**src/rtl/lsu_pkg.sv**
```systemverilog
// ---------------------------------------------------------------------------
// lsu_pkg
// Shared definitions for the load/store unit:
//   - RISC-V funct3 encodings for loads and stores
//   - RAM write-enable encodings (one-hot by access size)
//   - response error codes
//   - FSM state enum
//   - helper that classifies a funct3 as a legal load or store
// ---------------------------------------------------------------------------
package lsu_pkg;

    // funct3 encodings (size in [1:0], unsigned flag in [2])
    localparam logic [2:0] F3_B  = 3'b000;
    localparam logic [2:0] F3_H  = 3'b001;
    localparam logic [2:0] F3_W  = 3'b010;
    localparam logic [2:0] F3_BU = 3'b100;
    localparam logic [2:0] F3_HU = 3'b101;

    // RAM write-enable encodings
    localparam logic [2:0] WE_NONE = 3'b000;
    localparam logic [2:0] WE_WORD = 3'b001;
    localparam logic [2:0] WE_HALF = 3'b010;
    localparam logic [2:0] WE_BYTE = 3'b100;

    // Response error codes
    localparam logic [1:0] ERR_OK       = 2'b00;
    localparam logic [1:0] ERR_MISALIGN = 2'b01;
    localparam logic [1:0] ERR_RANGE    = 2'b10;
    localparam logic [1:0] ERR_ILLEGAL  = 2'b11;

    typedef enum logic [1:0] {
        IDLE   = 2'b00,
        ACCESS = 2'b01,
        RESP   = 2'b10
    } lsu_state_e;

    // Loads allow B/H/W/BU/HU; stores only B/H/W.
    function automatic logic legal_op(input logic store, input logic [2:0] funct3);
        logic ok;
        ok = 1'b0;
        if (store) begin
            ok = (funct3 == F3_B) || (funct3 == F3_H) || (funct3 == F3_W);
        end else begin
            ok = (funct3 == F3_B)  || (funct3 == F3_H)  || (funct3 == F3_W) ||
                 (funct3 == F3_BU) || (funct3 == F3_HU);
        end
        return ok;
    endfunction

    // Number of bytes touched minus one, from funct3[1:0].
    function automatic logic [2:0] size_minus_one(input logic [2:0] funct3);
        logic [2:0] s;
        case (funct3[1:0])
            2'b00:   s = 3'd0;
            2'b01:   s = 3'd1;
            2'b10:   s = 3'd3;
            default: s = 3'd0;
        endcase
        return s;
    endfunction

endpackage

```
**src/rtl/lsu_load_extend.sv**
```systemverilog
// ---------------------------------------------------------------------------
// lsu_load_extend
// Combinational load-data extraction. The RAM is big-endian within the word,
// so the addressed byte/half always sits at the top of mem_rdata.
// Ports:
//   funct3    in  3   load type (LB/LH/LW/LBU/LHU)
//   mem_rdata in  32  raw RAM read data
//   ext_data  out 32  sign- or zero-extended result
// ---------------------------------------------------------------------------
module lsu_load_extend
    import lsu_pkg::*;
(
    input  logic [2:0]  funct3,
    input  logic [31:0] mem_rdata,
    output logic [31:0] ext_data
);

    always_comb begin
        ext_data = mem_rdata;
        case (funct3)
            F3_B:    ext_data = {{24{mem_rdata[31]}}, mem_rdata[31:24]};
            F3_H:    ext_data = {{16{mem_rdata[31]}}, mem_rdata[31:16]};
            F3_W:    ext_data = mem_rdata;
            F3_BU:   ext_data = {24'h000000, mem_rdata[31:24]};
            F3_HU:   ext_data = {16'h0000, mem_rdata[31:16]};
            default: ext_data = mem_rdata;
        endcase
    end

endmodule

```
**src/rtl/load_store_unit.sv**
```systemverilog
// ---------------------------------------------------------------------------
// load_store_unit
// Bridges the RV32 execute stage to a byte-addressed data RAM. One request is
// accepted in IDLE, the RAM is accessed for exactly one ACCESS cycle, and the
// registered response is held in RESP until the consumer takes it.
//
// Optional feature: define LSU_MISALIGN_CHECK_EN to reject misaligned half and
// word accesses with error 01. Without it misaligned accesses proceed.
//
// Ports:
//   clk, rst_n              clock, asynchronous active-low reset
//   req_valid/req_ready     request handshake
//   req_store               1 = store, 0 = load
//   req_funct3              RISC-V funct3
//   req_addr   [ADDR_W]     byte address
//   req_wdata  [32]         right-aligned store data
//   resp_valid/resp_ready   response handshake
//   resp_rdata [32]         extended load data (0 for stores / errors)
//   resp_err   [2]          00 ok, 01 misaligned, 10 range, 11 illegal
//   mem_we     [3]          001 word, 010 half, 100 byte, 000 none
//   mem_addr   [32]         RAM address
//   mem_wdata  [32]         RAM write data
//   mem_rdata  [32]         RAM combinational read data
// ---------------------------------------------------------------------------
module load_store_unit
    import lsu_pkg::*;
#(
    parameter int MEM_BYTES = 2048,
    parameter int ADDR_W    = 32
) (
    input  logic              clk,
    input  logic              rst_n,
    input  logic              req_valid,
    output logic              req_ready,
    input  logic              req_store,
    input  logic [2:0]        req_funct3,
    input  logic [ADDR_W-1:0] req_addr,
    input  logic [31:0]       req_wdata,
    output logic              resp_valid,
    input  logic              resp_ready,
    output logic [31:0]       resp_rdata,
    output logic [1:0]        resp_err,
    output logic [2:0]        mem_we,
    output logic [31:0]       mem_addr,
    output logic [31:0]       mem_wdata,
    input  logic [31:0]       mem_rdata
);

    lsu_state_e state, state_next;

    logic              store_q;
    logic [2:0]        funct3_q;
    logic [ADDR_W-1:0] addr_q;
    logic [31:0]       wdata_q;
    logic [1:0]        err_q;
    logic [31:0]       rdata_q;

    logic [1:0]        req_err;
    logic [ADDR_W:0]   last_byte;
    logic              out_of_range;
    logic              misaligned;
    logic [31:0]       ext_data;

    // Request checking. The end address is formed one bit wider than the
    // address so an access near the top of the address space cannot wrap
    // around to a small, in-range value.
    always_comb begin
        last_byte    = {1'b0, req_addr} + (ADDR_W+1)'(size_minus_one(req_funct3));
        out_of_range = (last_byte >= (ADDR_W+1)'(MEM_BYTES));
`ifdef LSU_MISALIGN_CHECK_EN
        misaligned   = ((req_funct3[1:0] == 2'b01) && req_addr[0]) ||
                       ((req_funct3[1:0] == 2'b10) && (req_addr[1:0] != 2'b00));
`else
        misaligned   = 1'b0;
`endif
        // Priority: illegal > misaligned > range
        if (!legal_op(req_store, req_funct3)) begin
            req_err = ERR_ILLEGAL;
        end else if (misaligned) begin
            req_err = ERR_MISALIGN;
        end else if (out_of_range) begin
            req_err = ERR_RANGE;
        end else begin
            req_err = ERR_OK;
        end
    end

    lsu_load_extend u_load_extend (
        .funct3    (funct3_q),
        .mem_rdata (mem_rdata),
        .ext_data  (ext_data)
    );

    // State register
    always_ff @(posedge clk or negedge rst_n) begin
        if (!rst_n) begin
            state <= IDLE;
        end else begin
            state <= state_next;
        end
    end

    // Next-state logic
    always_comb begin
        state_next = state;
        case (state)
            IDLE:    if (req_valid) state_next = ACCESS;
            ACCESS:  state_next = RESP;
            RESP:    if (resp_ready) state_next = IDLE;
            default: state_next = IDLE;
        endcase
    end

    // Outputs decoded from state. mem_we depends only on state and latched
    // request fields, so it drops together with the asynchronous state reset.
    always_comb begin
        req_ready  = (state == IDLE);
        resp_valid = (state == RESP);
        mem_we     = WE_NONE;
        if ((state == ACCESS) && store_q && (err_q == ERR_OK)) begin
            case (funct3_q[1:0])
                2'b00:   mem_we = WE_BYTE;
                2'b01:   mem_we = WE_HALF;
                2'b10:   mem_we = WE_WORD;
                default: mem_we = WE_NONE;
            endcase
        end
    end

    // Request latch and response data register
    always_ff @(posedge clk or negedge rst_n) begin
        if (!rst_n) begin
            store_q  <= 1'b0;
            funct3_q <= 3'b000;
            addr_q   <= '0;
            wdata_q  <= 32'h0;
            err_q    <= ERR_OK;
            rdata_q  <= 32'h0;
        end else begin
            if ((state == IDLE) && req_valid) begin
                store_q  <= req_store;
                funct3_q <= req_funct3;
                addr_q   <= req_addr;
                wdata_q  <= req_wdata;
                err_q    <= req_err;
            end
            // Stores and errored requests return zero data.
            if (state == ACCESS) begin
                rdata_q <= (!store_q && (err_q == ERR_OK)) ? ext_data : 32'h0;
            end
        end
    end

    assign mem_addr   = 32'(addr_q);
    assign mem_wdata  = wdata_q;
    assign resp_rdata = rdata_q;
    assign resp_err   = err_q;

endmodule

```
**config.mk**
```make
export PLATFORM = sky130hd
export DESIGN_NAME = load_store_unit
export DESIGN_NICKNAME = d
export VERILOG_FILES = /design/src/rtl/lsu_pkg.sv /design/src/rtl/lsu_load_extend.sv /design/src/rtl/load_store_unit.sv
export SDC_FILE = /design/constraint.sdc
export NUM_CORES = 1
export LEC_CHECK = 0
export BUFFER_PORTS_ARGS = -buffer_cell sky130_fd_sc_hd__clkbuf_2
export CAP_MARGIN = 5
export CORE_MARGIN = 5
export CORE_UTILIZATION = 44
export CTS_CLUSTER_SIZE = 14
export DETAILED_ROUTE_END_ITERATION = 8
export GPL_TIMING_DRIVEN = 0
export PLACE_DENSITY = 0.78
export SYNTH_ARGS = -nofsm -noshare
export SYNTH_HDL_FRONTEND = slang
export SYNTH_SLANG_ARGS = --single-unit
```
**constraint.sdc**
```tcl
create_clock -name clk -period 2 [get_ports clk]
set_clock_uncertainty 0.2 [all_clocks]
set_input_delay 0.1 -clock clk [delete_from_list [all_inputs] [get_ports clk]]
set_output_delay 0.1 -clock clk [all_outputs]
set_load 0.02 [all_outputs]
```
======== Word-level counts from Yosys, hierarchy flattened ========
Index checks and enable logic that the tools add are counted.
storage, ports and cells
  output and inout port bits .............. 103
  register bits after elaboration ......... 104
  input port bits ......................... 104
cells by class
  add/sub/neg operators ................... 1
  reduce and logical (&&, ||, !) cells .... 15
  eq/ne operators ......................... 15
  magnitude comparators ................... 1
  mux-type cells .......................... 11
operators by type and width
  cell                                                    count
  case mux 32 bit (4 select lines)                        1
  adder 32 x 3 -> 33 bit                                  1
  >= comparator 33 x 12 -> 1 bit (second input constant)  1
  2-to-1 mux 32 bit                                       1
  == test 3 bit (second input constant)                   4
  case mux 3 bit (3 select lines)                         1
  2-to-1 mux 2 bit                                        4
  == test 2 x 1 -> 1 bit (second input constant)          3
  == test 2 bit (second input constant)                   3
  == test 3 x 1 -> 1 bit (second input constant)          2
  logical NOT 2 bit                                       3
  logical NOT 3 bit                                       2
  case mux 2 bit (3 select lines)                         1
  logical AND 1 bit                                       4
  logical OR 1 bit                                        4
  case mux 2 bit (2 select lines)                         1
  == test 3 x 2 -> 1 bit (second input constant)          1
  2-to-1 mux 3 bit                                        1
  inequality test 2 x 1 -> 1 bit (second input constant)  1
  inequality test 2 bit (second input constant)           1
  AND reduction 2 bit                                     1
  logical NOT 1 bit                                       1
  2-to-1 mux 1 bit                                        1

======== Depth between registers and ports, before layout ========
Gate-level depths: netlist of run 1.
  word-level depth ........................ 7
  depth in mapped cells ................... 12
  gate-level depth less buffers ........... 11

======== Modules after synthesis ========
A second synthesis of run 1 with hierarchy kept.
unflattened totals
  cell total of the unflattened synthesis .. 537
  area total of the unflattened synthesis .. 4,907.2 µm²
modules (own cells, without submodules)
  module           seq. area each (µm²)  area an instance (µm²)  instances  cells an instance
  load_store_unit  2,602.5               4,449.3                 1          467
  lsu_load_extend  0.0                   457.9                   1          70

======== Worst setup path after synthesis of run 1 ========
OpenSTA, ideal clock, no wires.
  path kind ............................... in2reg
  start ................................... in req_funct3[0]
  end ..................................... reg err_q[1], in the netlist resp_err[1]
  buffers on the path ..................... 1
  setup slack ............................. -0.565 ns
  arrival time ............................ 2.239 ns
  required time ........................... 1.674 ns
  cell stages on the path ................. 12
  setup time .............................. 0.126 ns
  cells stage by stage .................... inv_1 > ha_1 > ha_1 > fa_1 > nand4_1 > nor2_1 > and3_2 > buf_2 > nor4b_1 > a21o_1 > o211ai_1 > o32a_1
between the ends
  cells in the longest elaborated chain, start to end .. 7
  elaborated cells between the ends (all ways) .. 17
  classes of those cells .................. 1 x add/sub; 1 x order compare; 6 x eq/ne; 4 x mux; 5 x reduce/logical
RTL lines
  element                                                                         RTL line                RTL
  start, declared                                                                 load_store_unit.sv:36   input logic [2:0] req_funct3,
  parallel branches: the longest is 6 deep, another holds adder 32 x 3 -> 33 bit  -
  2-to-1 mux 2 bit *                                                              load_store_unit.sv:77   if (!legal_op(req_store, req_funct3)) begin
  end signal, assigned                                                            load_store_unit.sv:145  err_q <= req_err;
  end, declared                                                                   load_store_unit.sv:55   logic [1:0] err_q;
Every way passes the cells marked *.
A chain may end at the register's enable or synchronous reset.

======== Final worst setup path of run 1 ========
Same ends and word-level chain as after synthesis.

==> results of run 1 <==
final cells by class:
class / count / share of cell area
Buffer: 19 / 0.0148
Clock buffer: 9 / 0.0290
Clock inverter: 7 / 0.00998
Inverter: 6 / 0.00483
Multi-Input combinational cell: 306 / 0.307
Sequential cell: 104 / 0.335
Tap cell: 140 / 0.0225
Timing Repair Buffer: 314 / 0.277
cell families (layout without fill, tap and decap cells):
logic type               after synthesis  after routing
AND/OR/NAND/NOR                      139            139
flip-flops                           104            104
AO/OA/AOI/OAI                         82             82
multiplexers                          77             77
buffers and inverters                 31            355
adder cells (fa/ha/maj)                7              7
XOR/XNOR                               1              1
report_power, final:
part | leakage, nW | switching (mW) | total (mW) | internal, mW
registers | 1.28 | 0.511 | 3.35 | 2.84
clock network | 0.146 | 0.836 | 1.82 | 0.984
logic | 2.22 | 2.28 | 3.98 | 1.70
worst max-delay path, cell delays in order:
cell	delay, ns
clkbuf_8	0.11
inv_4	0.04
ha_2	0.21
ha_4	0.28
a21oi_4	0.08
nor4b_4	0.43
nand3_4	0.13
mux2_4	0.33
o22ai_4	0.11
nand4b_1	0.16
o32a_1	0.31
routing by layer:
layer  routed length (µm)  vias to the layer above
li1                     -                     2197
met1                 6480                     2341
met2                 8660                      256
met3                 1420                       45
met4                  429                        0
met5                    0                        -
state kept, by name (all words and copies together) (netlist names):
register / flops
resp_rdata: 32
funct3_q: 3
mem_wdata: 32
resp_err: 2
mem_addr: 32
store_q: 1
state: 2
cells in the final DEF (no fill, tap or decap), types with 8 or more instances in the layout:
| cell type | netlist | final |
|---|---|---|
| a21oi_1 | 22 | 18 |
| nand3_1 | 12 | 12 |
| dfrtp_1 | 104 | 103 |
| mux2i_1 | 9 | 9 |
| o21ai_0 | 35 | 33 |
| clkbuf_2 | 0 | 201 |
| nand2_1 | 45 | 44 |
| mux2_2 | 67 | 66 |
| dlygate4sd3_1 | 0 | 101 |
| clkbuf_16 | 0 | 10 |
| nor2_1 | 21 | 20 |
| clkbuf_1 | 21 | 8 |
| nor2b_1 | 23 | 23 |
| buf_4 | 1 | 10 |
timing repair:
| item | 4_1_cts | 5_1_grt |
|---|---|---|
| gates resized for setup | 24 | 25 |
| hold buffers | 101 | 0 |
| pin swaps | 9 | 11 |
| gates cloned | 0 | 0 |
| endpoints found under the hold margin | 152 | 0 |
| setup endpoints to repair | 30 | 44 |
| buffers inserted | 5 | 2 |
per-stage QoR:
step	hold WS [ns]	TNS, ns	power (mW)
5_1_grt	0.0925	-0.329	9.63
3_3_place_gp	0.0967	-77.56	6.93
2_1_floorplan	-0.396	-0.394	5.67
3_5_place_dp	0.0530	-6.98	7.08
4_1_cts	0.0451	-0.261	9.09
6_report	0.0871	-0.275	9.15
worst min path at each step:
stage                  from       endpoint  depth (start not counted)  slack [ns]
2_1_floorplan         rst_n    funct3_q[0]                          0       -0.40
3_3_place_gp     resp_ready       state[1]                          2         0.1
3_5_place_dp          rst_n  resp_rdata[8]                          1        0.05
4_1_cts        req_addr[25]    resp_err[1]                          4        0.05
5_1_grt        req_addr[29]   mem_addr[29]                          2        0.09
6_report       req_addr[29]   mem_addr[29]                          2        0.09
==> results.md, run 1 <==
- Final setup margin: -0.275 ns
- Worst slew margin relative to its limit: 0.480
- Final setup violation count: 1
- Die Width: 116 µm
- Crit start category: input pin
- First-pass GRT wire length: 26600 µm
- RSZ-0062 raised after global routing: true
- Failing checks: setup timing
- Endpoints failing hold: 0
- Mux cell area share after synthesis: 0.173
- CP endpoint: resp_err[1]
- GRT overflow: 0
- Number of global-route vias before repair: 5104
- Post-synth EDFFs: 0
- Yosys top cell by area: dfrtp_1
- Root buf cell: clkbuf_16
- Register area: 2600 µm²
- Avg Synthesized Cell Area: 11.2 µm²
- Worst-Margin Slew: 0.780 ns
- Synth async-reset ratio: 1.00
- Synth Area in Simple Gates: 0.154
- Post-synthesis sequential area ratio: 0.525
- Library cells used by synthesis: 50
- I/O Pins: 207
- Worst endpoint required time: 2.02 ns
- IO Port Bufs: 205
- Most Crowded Layer GR: met2
- Path depth of the worst reg2reg path: 7
- DP Area: 6270 µm²
- H-tree Lvls: 3
- Starting DRT DRC Count: 427
- Synthesis-stage register bit count: 104
- Cell Pwr Density: 1180 nW/µm²
- Post-Layout Cell Count: 905
- Multi-input logic area: 2380 µm²
- LEAKAGE: 3.66 nW
- Final nets: 871
- Die Footprint: 13500 µm²
- Area Growth Syn to Fin: 56.7%
- YS warnings: 0
- Gate Count Post-Synth: 441
- Gr usage total: 0.251
- Gpl congestion: 0.867
- Status: complete, but fails checks
- Fill cell count: 737
- Crit path DAT: 2.29 ns
- Routed vias: 4839
- DP HPWL: 11400 µm
- Primary FF master, synth: dfrtp_1
- Min cycle time layout: 2.27 ns
- Post-Place Worst Slack: -0.871 ns
- R2R Setup Slk: 0.03 ns
- Drt wl/cell: 18.8 µm
- Vias per cell: 5.35
- Synth Cell Area: 4960 µm²
- DRC: 0
- # diodes: 0
- Layout cells sized above 1: 0.454
- Final worst-path cycle share: 1.14
- Peak supply drop: 0.892 mV
- Final instance area: 7770 µm²
- Initial core utilization: 0.454
- Num Clock Sinks: 104
- Crit path from: req_funct3[0]
- Core area: 10900 µm²
- Met2 Resource Use GR: 0.448
- Site row count: 38
- Largest net degree at the start of global routing: 54
- Maximum fanout along the worst path: 4
- Total CTS buffers: 9
- Largest family of logic cells by synthesized area: multiplexers
- MaxCap Viol Count: 0
- Post-layout util: 0.711
- Worst R2R End: resp_err[1]
- Longest Clk Path Bufs: 2
- Area share of the largest cell type after synthesis: 0.525
- CTS clk-pin slew, worst paths: 0.07 ns
- Wirelength, routed: 17000 µm
- Fmax: 0.440 GHz
- Hold Crit Class: input pin to flip-flop
- Worst Setup Path Type: input pin to flip-flop
- Xor/xnor share of the synthesized area: 0.00177
- Met1 usage: 0.297
- Max Slew Vio Count: 0
- RR Startpoint: state[0]
- Post-synthesis adder-cell area fraction: 0.0192
- GR Util met3: 0.0585
- CTS tree: built
- Initial antenna violation count: 0
- Synth top cells by count: dfrtp_1, mux2_2, nand2_1
- Complex-gate fraction of the synthesized area: 0.0996
- Skew-Pair Late Insertion Delay: 0.34 ns
- Final ANT Viol Nets: 0
- Drt pass-1 iters: 5
- Mapped Nets: 552
- Die H: 116 µm
- CP endpoint kind: flip-flop
- Count leader, synth: dfrtp_1
- Post-Place Cells: 787
- Largest cells by area after synthesis: dfrtp_1, mux2_2, o21ai_0
Note: power is estimated with default switching activity, not from simulation.
==> inputs of run 2 (changes only) <==
--- a/config.mk
+++ b/config.mk
@@ -6,4 +6,5 @@
 export NUM_CORES = 1
 export LEC_CHECK = 0
+export ABC_AREA = 1
 export BUFFER_PORTS_ARGS = -buffer_cell sky130_fd_sc_hd__clkbuf_2
 export CAP_MARGIN = 5
@@ -13,5 +14,5 @@
 export DETAILED_ROUTE_END_ITERATION = 8
 export GPL_TIMING_DRIVEN = 0
-export PLACE_DENSITY = 0.78
+export PLACE_DENSITY = 0.77
 export SYNTH_ARGS = -nofsm -noshare
 export SYNTH_HDL_FRONTEND = slang
==> constraint.sdc (replaced) <==
create_clock -name clk -period 2 [get_ports clk]
set_clock_uncertainty 0.2 [all_clocks]
set_input_delay 0.4 -clock clk [delete_from_list [all_inputs] [get_ports clk]]
set_output_delay 0.4 -clock clk [all_outputs]
set_load 0.02 [all_outputs]
==> results.md, run 2 <==
- Status: complete, but fails checks
- Failing checks: setup timing
- Routed vias: 5349
- Site row count: 39
- Fmax: 0.457 GHz
- Library cells used by synthesis: 30
- Post-synth EDFFs: 0
- Worst Setup Path Type: input pin to flip-flop
- Area Growth Syn to Fin: 32.6%
- Gate power share: 0.435
- Hold Crit Class: input pin to flip-flop
- Final setup violation count: 4
- GRT overflow: 0
- CTS tree: built
- Total CTS buffers: 9
- Area share of the largest cell type after synthesis: 0.500
- Die Footprint: 14100 µm²
- R2R Setup Slk: 0.05 ns
- DP HPWL: 12500 µm
- Endpoints failing hold: 0
- Die H: 119 µm
- Initial antenna violation count: 0
- Final setup margin: -0.187 ns
- CTS clk-pin slew, worst paths: 0.07 ns
- Gpl congestion: 0.972
- Mapped Nets: 787
- Primary FF master, synth: dfrtp_1
- Post-layout util: 0.600
- IO Port Bufs: 206
- Crit path DAT: 2.22 ns
- Final worst-path cycle share: 1.09
- Post-synthesis sequential area ratio: 0.500
- Sw Share: 0.432
- Int Pwr: 4.82 mW
- RR Startpoint: funct3_q[1]
- Layout cells sized above 1: 0.305
- Sw power: 3.67 mW
- RSZ-0062 raised after global routing: true
- Avg Synthesized Cell Area: 7.71 µm²
- Synthesis-stage register bit count: 104
- First-pass GRT wire length: 26000 µm
- Setup TNS: -0.361 ns
- Worst R2R End: resp_rdata[8]
- Gr usage total: 0.227
- Most frequent cells in the layout: nand2_1, clkbuf_2, dfrtp_1, o21ai_0, inv_1
- Yosys top cell by area: dfrtp_1
- Worst endpoint required time: 2.03 ns
- DRC: 0
- Worst slew margin relative to its limit: 0.449
- Skew-Pair Late Insertion Delay: 0.34 ns
- I/O Pins: 207
- Worst-Margin Slew: 0.820 ns
- Drt pass-1 iters: 6
- Starting DRT DRC Count: 453
- Initial core utilization: 0.452
- Largest cells by area after synthesis: dfrtp_1, nand2_1, o21ai_0
- Root buf cell: clkbuf_16
- Number of global-route vias before repair: 5184
- Min cycle time layout: 2.19 ns
- Cell Pwr Density: 1230 nW/µm²
- Path depth of the worst reg2reg path: 4
- Drt wl/cell: 15.4 µm
- Longest Clk Path Bufs: 2
- Synth async-reset ratio: 1.00
- Reg power frac: 0.375
- Synth top cells by count: nand2_1, dfrtp_1, o21ai_0
- Max Slew Vio Count: 0
- Synth Cell Area: 5210 µm²
- Wirelength, routed: 16100 µm
- Die Width: 119 µm
- Final nets: 1007
- Maximum fanout along the worst path: 3
- LEAKAGE: 3.69 nW
- CP endpoint kind: flip-flop
- Vias per cell: 5.12
- H-tree Lvls: 3
- Crit path from: req_funct3[1]
- Count leader, synth: nand2_1
- Largest net degree at the start of global routing: 105
- Final Hold Slack: 0.0427 ns
- Most common cell after layout, fill and taps aside: nand2_1
- Final ANT Viol Nets: 0
- Gate Count Post-Synth: 676
- YS warnings: 0
- # diodes: 0
- CP endpoint: resp_err[1]
- Crit start category: input pin
- Num Clock Sinks: 104
- MaxCap Viol Count: 0
- Peak supply drop: 0.713 mV
- Core area: 11500 µm²
- Clock power share: 0.190
[run 2: changes by cell type in the layout (fill, tap and decap cells not counted), sizes merged, moves of 11 or more]
| cell | change |
|---|---|
| inv | +40 |
| dlygate4sd3 | -100 |
| nand3 | +14 |
| clkbuf | +11 |
| nor2b | -23 |
| o21ai | +43 |
| mux2 | -68 |
| nand2 | +241 |
| nor2 | +31 |
| a21oi | -14 |
[run 2: through the flow]
step	setup slack (ns)	total power [mW]	instance area, µm²	cells
after detailed placement	-0.761	6.80	6470	1025
after CTS	-0.185	8.53	6870	1043
final	-0.187	8.49	6910	1044
after floorplan	-0.273	5.39	5250	676
after global placement	-1.10	6.72	6460	1025
after global routing	-0.303	9.06	6910	1044
[run 2: worst min-delay path by stage]
stage,startpoint,depth (start not counted),end
floorplan,rst_n,0,funct3_q[0]
global placement,mem_addr[0],2,mem_addr[0]
detailed placement,mem_wdata[11],2,mem_wdata[11]
CTS,resp_ready,2,state[1]
global route,req_wdata[13],3,mem_wdata[13]
finish,resp_ready,2,state[1]
[run 2: logic make-up after synthesis]
family / share of synthesized area
AOI/OAI and AO/OA: 0.112
adders and majority gates: 0.0183
buffers and inverters: 0.0543
and+or+nand+nor: 0.312
DFF: 0.500
xor gates and xnor gates: 0.00336
[run 2: area by class of cell]
cell class | count | area (µm²)
Fill cell | 1097 | 4610
Sequential cell | 104 | 2600
Multi-Input combinational cell | 498 | 2420
Timing Repair Buffer | 209 | 1100
Clock buffer | 11 | 233
Inverter | 48 | 198
Tap cell | 143 | 179
Buffer | 26 | 139
Clock inverter | 5 | 33.8
[run 2: per-layer routing]
layer  vias up  routed length [µm]  global-route usage
met1      2448                6510               0.283
met3        41                1200              0.0444
met5         -                   0                   0
met4         0                 474              0.0905
met2       262                7930               0.389
li1       2598                   -                   -
[run 2: power groups by stage]
stage	logic, mW	registers, mW	clock network, mW
after floorplan	1.43	3.96	0
after global placement	3.54	3.18	0
after detailed placement	3.60	3.20	0
after CTS	3.70	3.18	1.65
after global routing	4.05	3.27	1.73
final	3.69	3.18	1.61
[run 2: worst max-delay path, cell delays in order]
cell and delay, ns:
clkbuf_16 0.12, inv_12 0.03, ha_4 0.23, ha_4 0.16, fa_2 0.36, inv_2 0.08, nor2_4 0.04, nand2_4 0.08
inv_2 0.04, nand3_1 0.06, nand2_1 0.06, nor2_1 0.12, nand3_1 0.11, nor2_1 0.10, nand3_1 0.09, nor2_2 0.10
nor2_1 0.05
[run 2: repair_timing]
action | CTS | global route
setup buffers | 1 | 1
setup endpoints to repair | 44 | 46
cloned | 0 | 0
endpoints found under the hold margin | 4 | 0
pin swaps | 17 | 5
hold buffers | 1 | 0
resized for setup | 29 | 9
==> inputs of run 3 (changes only) <==
Settings changed: SETUP_SLACK_MARGIN set to 0.4.
==> results.md, run 3 (synthesis gave the netlist of run 2 again) <==
- Status: complete, but fails checks
- Failing checks: setup timing
- Final setup violation count: 4
- Drt pass-1 iters: 7
- Setup TNS: -0.317 ns
- Worst endpoint required time: 2.05 ns
- Worst slew margin relative to its limit: 0.615
- Worst Setup Path Type: input pin to flip-flop
- Max layer used: met4
- Final setup margin: -0.203 ns
- Fmax: 0.454 GHz
- Final Hold Slack: 0.0390 ns
- H-tree Lvls: 3
- Largest net degree at the start of global routing: 105
- Skew-Pair Late Insertion Delay: 0.36 ns
- Gr usage total: 0.250
- Most common cell after layout, fill and taps aside: clkbuf_2
- CTS tree: built
- First-pass GRT wire length: 28400 µm
- I/O Pins: 207
- Num Clock Sinks: 104
- # diodes: 0
- RSZ-0062 raised after global routing: true
- Routed vias: 5798
- Gpl congestion: 0.938
- Die Width: 119 µm
- Metal3 WL: 1330 µm
- Die H: 119 µm
- Layout cells sized above 1: 0.505
- Worst-Margin Slew: 0.578 ns
- Metal2 WL: 9800 µm
- Max Slew Vio Count: 0
- Cell Pwr Density: 1350 nW/µm²
- Total CTS buffers: 9
- Maximum fanout along the worst path: 4
- Starting DRT DRC Count: 483
- Crit start category: input pin
- Core area: 11500 µm²
- Initial antenna violation count: 0
- IO Port Bufs: 206
- Drt wl/cell: 17.7 µm
- Fill cell count: 781
- CTS clk-pin slew, worst paths: 0.07 ns
- Site row count: 39
- DP HPWL: 12400 µm
- Met1 Wirelength: 7560 µm
- GRT overflow: 0
- Endpoints failing hold: 0
- Die Footprint: 14100 µm²
- Most frequent cells in the layout: clkbuf_2, nand2_1, dfrtp_1, nand2_2, nand2_4
- CP endpoint kind: flip-flop
- Min cycle time layout: 2.20 ns
- Final ANT Viol Nets: 0
- Final nets: 1056
- Vias per cell: 5.30
- DRC: 0
- Final worst-path cycle share: 1.10
- Peak supply drop: 0.816 mV
- Hold Crit Class: input pin to flip-flop
- Initial core utilization: 0.452
- MaxCap Viol Count: 0
- Longest Clk Path Bufs: 2
- Root buf cell: clkbuf_16
- Area Growth Syn to Fin: 65.8%
- Power Total: 11.7 mW
- Number of global-route vias before repair: 5589
- Crit path DAT: 2.26 ns
- Wirelength, routed: 19300 µm
- LEAKAGE: 4.44 nW
==> run 3: changes by cell type in the layout (fill, tap and decap cells not counted), sizes merged <==
cell and delta:
buf +61, clkbuf -12, clkinvlp +1, clkinv -2, bufinv +2, inv -1
==> run 3: routing by layer <==
metal / up-vias / global-route usage
met2: 300 / 0.429
met1: 2730 / 0.311
met5: - / 0
met4: 0 / 0.0883
li1: 2720 / -
met3: 48 / 0.0549
==> run 3: cell type report <==
class                           instances  area, µm²  area share
Clock inverter                          4       76.3     0.00884
Multi-Input combinational cell        498       3070       0.356
Buffer                                 26        413      0.0478
Clock buffer                           12        256      0.0297
Tap cell                              143        179      0.0207
Inverter                               48        216      0.0251
Timing Repair inverter                  1       7.51    0.000869
Timing Repair Buffer                  257       1810       0.210
Sequential cell                       104       2600       0.301
==> run 3: what timing repair did <==
item / 4_1_cts / 5_1_grt
pin swaps: 29 / 12
buffers inserted: 27 / 9
cloned: 9 / 6
endpoints found under the hold margin: 28 / 0
endpoints found under the setup margin: 102 / 214
hold buffers: 1 / 0
gates resized for setup: 232 / 185
==> run 3: critical path, cell delays in order <==
cell      delay (ns)
clkbuf_8        0.12
inv_6           0.06
ha_4            0.20
ha_4            0.16
fa_2            0.36
inv_2           0.08
nor2_4          0.04
nand2_4         0.07
nor2_4          0.05
nand2_1         0.06
nand2_1         0.05
nor2_1          0.10
nand3_1         0.12
nor2_1          0.14
nand3_2         0.10
nor2_2          0.09
nor2_1          0.05
==> run 3: through the flow <==
stage           util  setup slack, ns  std cells  cell area [µm²]
2_1_floorplan      -           -0.273        676             5290
3_3_place_gp   0.565            -1.11       1025             6500
3_5_place_dp   0.565           -0.753       1025             6510
4_1_cts        0.692           -0.193       1078             7970
5_1_grt        0.750           -0.361       1093             8640
6_report       0.750           -0.203       1093             8640
==> run 3: worst paths after layout <==
kind,from,end,slack [ns],cells past startpoint
setup / recovery,req_funct3[0],resp_err[1],-0.20,17
hold / removal,req_wdata[3],mem_wdata[3],0.04,3
setup reg to reg,state[0],resp_err[1],0.07,12
hold reg to reg,mem_addr[1],mem_addr[1],0.28,2
max in group asynchronous,rst_n,funct3_q[0],0.71,2
min in group asynchronous,rst_n,mem_wdata[16],0.40,2
==> run 3: report_power, final <==
part | internal, mW | switching, mW | total (mW)
logic | 2.78 | 3.43 | 6.21
registers | 2.79 | 0.653 | 3.45
clock network | 1.17 | 0.826 | 2.00
